<file path="src/rtl/tdm_demux_if.sv">
// Bus bundle for the TDM demultiplexer: serialized input beat plus the
// per-channel parallel outputs and frame status.
interface tdm_demux_if #(
    parameter int NUM_CH = 4,
    parameter int DATA_W = 8
);
    logic                     in_valid;
    logic [DATA_W-1:0]        in_data;
    logic                     in_sof;
    logic [NUM_CH*DATA_W-1:0] out_data;
    logic [NUM_CH-1:0]        out_valid;
    logic                     frame_done;
    logic                     sync_err;
    logic                     locked;

    modport master (
        output in_valid, in_data, in_sof,
        input  out_data, out_valid, frame_done, sync_err, locked
    );

    modport slave (
        input  in_valid, in_data, in_sof,
        output out_data, out_valid, frame_done, sync_err, locked
    );
endinterface

</file>
<file path="src/rtl/tdm_demux.sv">
// TDM demultiplexer: routes a serialized channel stream (sof on channel 0)
// to registered per-channel outputs, tracking frame alignment.
module tdm_demux #(
    parameter int NUM_CH = 4,
    parameter int DATA_W = 8
) (
    input  logic        clk,
    input  logic        rst,
    tdm_demux_if.slave  bus
);
    localparam int                CNT_W   = $clog2(NUM_CH);
    localparam logic [CNT_W-1:0] LAST_CH = CNT_W'(NUM_CH - 1);

    typedef enum logic {
        S_HUNT = 1'b0,
        S_RUN  = 1'b1
    } state_t;

    state_t                   r_state;
    logic [CNT_W-1:0]         r_ch_cnt;
    logic [NUM_CH*DATA_W-1:0] r_out_data;
    logic [NUM_CH-1:0]        r_out_valid;
    logic                     r_frame_done;
    logic                     r_sync_err;
    logic                     r_locked;

    logic                     w_wr;
    logic [CNT_W-1:0]         w_wr_idx;
    logic                     w_err;
    logic                     w_done;
    logic [CNT_W-1:0]         w_cnt_nxt;
    state_t                   w_state_nxt;

    function automatic logic [CNT_W-1:0] wrap_inc(input logic [CNT_W-1:0] c);
        return (c == LAST_CH) ? '0 : c + 1'b1;
    endfunction

    // Decide what the current beat does: which channel (if any) it writes,
    // and whether it breaks alignment.
    always_comb begin
        w_wr        = 1'b0;
        w_wr_idx    = r_ch_cnt;
        w_err       = 1'b0;
        w_done      = 1'b0;
        w_cnt_nxt   = r_ch_cnt;
        w_state_nxt = r_state;
        if (bus.in_valid) begin
            if (r_state == S_HUNT) begin
                if (bus.in_sof) begin
                    w_wr        = 1'b1;
                    w_wr_idx    = '0;
                    w_cnt_nxt   = CNT_W'(1);
                    w_state_nxt = S_RUN;
                end
            end else if (bus.in_sof) begin
                // An sof anywhere but slot 0 truncates the frame; resync on it.
                w_wr      = 1'b1;
                w_wr_idx  = '0;
                w_cnt_nxt = CNT_W'(1);
                w_err     = (r_ch_cnt != '0);
            end else if (r_ch_cnt == '0) begin
                w_err       = 1'b1;
                w_state_nxt = S_HUNT;
            end else begin
                w_wr      = 1'b1;
                w_done    = (r_ch_cnt == LAST_CH);
                w_cnt_nxt = wrap_inc(r_ch_cnt);
            end
        end
    end

    always_ff @(posedge clk) begin
        if (rst) begin
            r_state      <= S_HUNT;
            r_locked     <= 1'b0;
            r_ch_cnt     <= '0;
            r_out_data   <= '0;
            r_out_valid  <= '0;
            r_frame_done <= 1'b0;
            r_sync_err   <= 1'b0;
        end else begin
            r_state      <= w_state_nxt;
            r_locked     <= (w_state_nxt == S_RUN);
            r_ch_cnt     <= w_cnt_nxt;
            r_frame_done <= w_done;
            r_sync_err   <= w_err;
            for (int k = 0; k < NUM_CH; k++) begin
                r_out_valid[k] <= w_wr && (w_wr_idx == CNT_W'(k));
                if (w_wr && (w_wr_idx == CNT_W'(k)))
                    r_out_data[k*DATA_W +: DATA_W] <= bus.in_data;
            end
        end
    end

    assign bus.out_data   = r_out_data;
    assign bus.out_valid  = r_out_valid;
    assign bus.frame_done = r_frame_done;
    assign bus.sync_err   = r_sync_err;
    assign bus.locked     = r_locked;
endmodule

</file>
<file path="src/flat_wrapper.sv">
// flat-port wrapper written by rule: the top's interface ports become plain ports
module tdm_demux_flat 
#(
    parameter int NUM_CH = 4,
    parameter int DATA_W = 8
)
  (clk, rst, bus_in_valid, bus_in_data, bus_in_sof, bus_out_data, bus_out_valid, bus_frame_done, bus_sync_err, bus_locked);
  tdm_demux_if #(.NUM_CH(NUM_CH), .DATA_W(DATA_W)) bus_i ();
  input  logic clk;
  input  logic rst;
  input wire logic [$bits(bus_i.in_valid)-1:0] bus_in_valid;
  input wire logic [$bits(bus_i.in_data)-1:0] bus_in_data;
  input wire logic [$bits(bus_i.in_sof)-1:0] bus_in_sof;
  output wire logic [$bits(bus_i.out_data)-1:0] bus_out_data;
  output wire logic [$bits(bus_i.out_valid)-1:0] bus_out_valid;
  output wire logic [$bits(bus_i.frame_done)-1:0] bus_frame_done;
  output wire logic [$bits(bus_i.sync_err)-1:0] bus_sync_err;
  output wire logic [$bits(bus_i.locked)-1:0] bus_locked;
  assign bus_i.in_valid = bus_in_valid;
  assign bus_i.in_data = bus_in_data;
  assign bus_i.in_sof = bus_in_sof;
  assign bus_out_data = bus_i.out_data;
  assign bus_out_valid = bus_i.out_valid;
  assign bus_frame_done = bus_i.frame_done;
  assign bus_sync_err = bus_i.sync_err;
  assign bus_locked = bus_i.locked;
  tdm_demux #(.NUM_CH(NUM_CH), .DATA_W(DATA_W)) u_core (.clk(clk), .rst(rst), .bus(bus_i));
endmodule
</file>
<file path="config.mk">
export PLATFORM = sky130hd
export DESIGN_NAME = tdm_demux_flat
export DESIGN_NICKNAME = d
export VERILOG_FILES = /design/src/rtl/tdm_demux_if.sv /design/src/rtl/tdm_demux.sv /design/src/flat_wrapper.sv
export SDC_FILE = /design/constraint.sdc
export NUM_CORES = 1
export LEC_CHECK = 0
export ABC_AREA = 1
export CAP_MARGIN = 20
export CORE_ASPECT_RATIO = 0.7
export CORE_UTILIZATION = 46
export DETAILED_ROUTE_END_ITERATION = 6
export GPL_ROUTABILITY_DRIVEN = 0
export PLACE_DENSITY = 0.78
export REMOVE_ABC_BUFFERS = 1
export SYNTH_ARGS = -nofsm -noshare
export SYNTH_HDL_FRONTEND = slang
export SYNTH_SLANG_ARGS = --single-unit
export TNS_END_PERCENT = 10
</file>
<file path="constraint.sdc">
create_clock -name clk -period 2.1 [get_ports clk]
set_input_delay 0.315 -clock clk [delete_from_list [all_inputs] [get_ports clk]]
set_output_delay 0.315 -clock clk [all_outputs]
set_load 0.05 [all_outputs]
</file>
==> metrics.md <==
| Metric | Value |
|---|---|
| Status | `finished, final reports clean` |
| Slew Limit Fails | `0` |
| Root Buffer | `clkbuf_8` |
| Main synth FF type | `dfxtp_1` |
| Peak supply drop | `approximately 0.45 mV` |
| Row Count | `18` |
| Yosys warnings | `0` |
| Post-synth ARST share | `0%` |
| Largest net degree at the start of global routing | `between 40 and 50` |
| Vias per cell | `between 4 and 5` |
| Total setup buffers inserted after CTS | `0` |
| Drt initial violations | `about 140` |
| Die ar. | `3990 sq um` |
| Share of layout cells above drive strength 1 | `8.68%` |
| Die Span X | `between 70 and 80 microns` |
| Clock sinks | `between 40 and 50` |
| Worst path max stage delay | `approximately 0.85 ns` |
| Final setup violating endpoints | `0` |
| Cell Pwr Density | `a little under 800 nW/um^2` |
| Total wire length | `just over 4000 microns` |
| Setup CP Type | `reg -> out` |
| Crit end category | `output pin` |
| Yosys top cell by area | `dfxtp_1` |
| Placed cell areas | `2290 sq um` |
| Core area | `between 3000 and 4000 sq um` |
| ANT nets after route | `0` |
| Most common cell in the netlist | `nor2_1` |
| Top post-synthesis cells by area | `dfxtp_1 (48%), nor2_1 (13%), nand3_1 (10%)` |
| Area Overhead vs Synth | `40.0%` |
| Hpwl dp | `2860 microns` |
| # nets final | `302` |
| Die H | `about 53 microns` |
| DR vias | `between 1500 and 2000` |
| Worst Tran Pin Value | `0.681 ns` |
| Critical path buffers and inverters | `1` |
| Slowest CP cell | `clkdlybuf4s50_1` |
| R2R Setup Slk | `around 0.2 ns` |
| Placed insts | `between 300 and 400` |
| CTS max path bufs | `2` |
| CTS tree | `done` |
| Clock slew at reported path FFs | `about 0.080 ns` |
| Top post-synthesis cells by count | `nor2_1 (60), nand2_1 (42), dfxtp_1 (41)` |
| Cell family with most CP delay | `buffers and inverters` |
| Critical path arrival | `roughly 1.6 ns` |
| GR Overflow Total | `0` |
| Clk Latency, worst-skew pair | `roughly 0.3 ns` |
| H-tree Lvls | `2` |
| Final Cycle Share | `around nine tenths` |
| Vias in the first global route | `1324` |
| Setup crit start kind | `flop` |
| Worst hold path type | `reg -> reg` |
| Seq/Total Area, Yosys | `47.7%` |
| Syn avg cell area | `between 7 and 8 sq um` |
| DRC viols | `0` |
| WP data required | `between 1.5 and 2 ns` |
| Post-synth EDFFs | `0` |
| Hold_buf cts | `0` |
| # resized after CTS | `0` |
| Ant diodes | `0` |
| Num CTS Buffers | `5` |
| I/O Buffers | `50` |
| Max cap viols | `0` |
| Fin crit period | `roughly 1.9 ns` |
| Layout fillers | `around 340` |
| Achievable Freq | `around 0.52 GHz` |
| Relative max-transition margin | `a little over half` |
| Final std cells w/o fill | `338` |
| Unrepaired setup endpoints after global routing | `false` |
| First-pass GRT wire length | `approximately 6300 microns` |
| Critical Path, Cell by Cell | `clkdlybuf4s50_1` |
| WL per Instance | `between 10 and 15 microns` |
| Io pins | `51` |
| Synth unique cells | `23` |
| Final hold vios | `0` |
| Overall Global Routing Usage | `about 22%` |
| Post-Synthesis Cells | `234` |
| Initial Util | `approximately 48%` |
| Lkg Pwr | `0.980 nW` |
| Final Skew | `between 0.007 and 0.008 ns` |
| Finished Cell Area | `~2400 sq um` |
| Initial antenna violation count | `0` |
| Area share of the largest cell type after synthesis | `between 40 and 50%` |
| 1st-pass router iterations | `4` |
| Synthesized area | `1720 sq um` |
| Yosys reg bits | `between 40 and 50` |
| Crit Path Max Fanout | `6` |
-- stage by stage --
step	hold slack (ns)	power [mW]	setup TNS [ns]	setup slack [ns]	utilization, %
finish	0.484	1.89	0	0.181	67.7
floorplan	0.387	1.11	-5.50	-0.171	-
global placement	0.465	1.25	0	0.216	64.4
detailed placement	0.472	1.25	0	0.181	64.4
CTS	0.488	1.90	0	0.191	67.7
global route	0.503	1.96	0	0.0937	67.7
-- layout by cell type (no fill, tap or decap), drive strengths merged --
cell type	n
ha	3
clkinv	1
nor4	1
nor3	3
nor2	67
buf	5
o21ai	2
dfxtp	41
nand3	35
clkdlybuf4s50	50
o22ai	1
nand2	46
nand4	1
clkbuf	7
bufinv	1
inv	14
and3	1
a21oi	9
-- path summary, 6_finish.rpt --
kind,start,to,cells after the start
worst max-delay path,u_core.r_state$_SDFFE_PP0P_,bus_locked,1
worst min-delay path,u_core.bus.out_data[17]$_SDFFE_PP0P_,u_core.bus.out_data[17]$_SDFFE_PP0P_,2
worst max register to register,u_core.r_ch_cnt[1]$_SDFFE_PP0P_,u_core.bus.out_data[14]$_SDFFE_PP0P_,10
worst min register to register,u_core.bus.out_data[17]$_SDFFE_PP0P_,u_core.bus.out_data[17]$_SDFFE_PP0P_,2
-- cells by family (layout without fill, tap and decap cells) --
group | count (synthesis) | after routing | synth area share [%]
compound gates | 12 | 12 | 3.78
flops | 41 | 41 | 47.7
fa+ha+maj | 3 | 3 | 2.18
buf+inv | 24 | 78 | 6.40
simple gates | 154 | 154 | 39.9
-- flip-flops by register name, indices dropped and copies added, names as in the netlist --
signal / cells
u_core.bus.frame_done: 1
u_core.bus.out_data: 32
u_core.bus.out_valid: 4
u_core.bus.sync_err: 1
u_core.r_ch_cnt: 2
u_core.r_state: 1
-- where the power goes --
| part | leakage, nW | internal (mW) | switching, mW |
|---|---|---|---|
| Clock | 0.0585 | 0.387 | 0.263 |
| Sequential | 0.333 | 0.813 | 0.0251 |
| Combinational | 0.588 | 0.136 | 0.265 |
-- final cells by class --
cell class | instances | area, sq um | area share, %
well taps | 50 | 62.6 | 2.60
flip-flops and latches | 41 | 821 | 34.1
repair buffers | 55 | 563 | 23.4
multi-input cells | 169 | 788 | 32.7
clock buffers | 7 | 86.3 | 3.59
inverters | 15 | 56.3 | 2.34
clock inverters | 1 | 30.0 | 1.25
-- metal layers --
metal	track usage (%)	share of wire [%]	vias to the layer above
met3	6.10	8.3	8
met1	32.9	50	721
met4	9.43	1.3	0
li1	-	-	849
met2	29.7	40	61
met5	0	0	-
No activity file was read; power rests on OpenSTA's default activity.
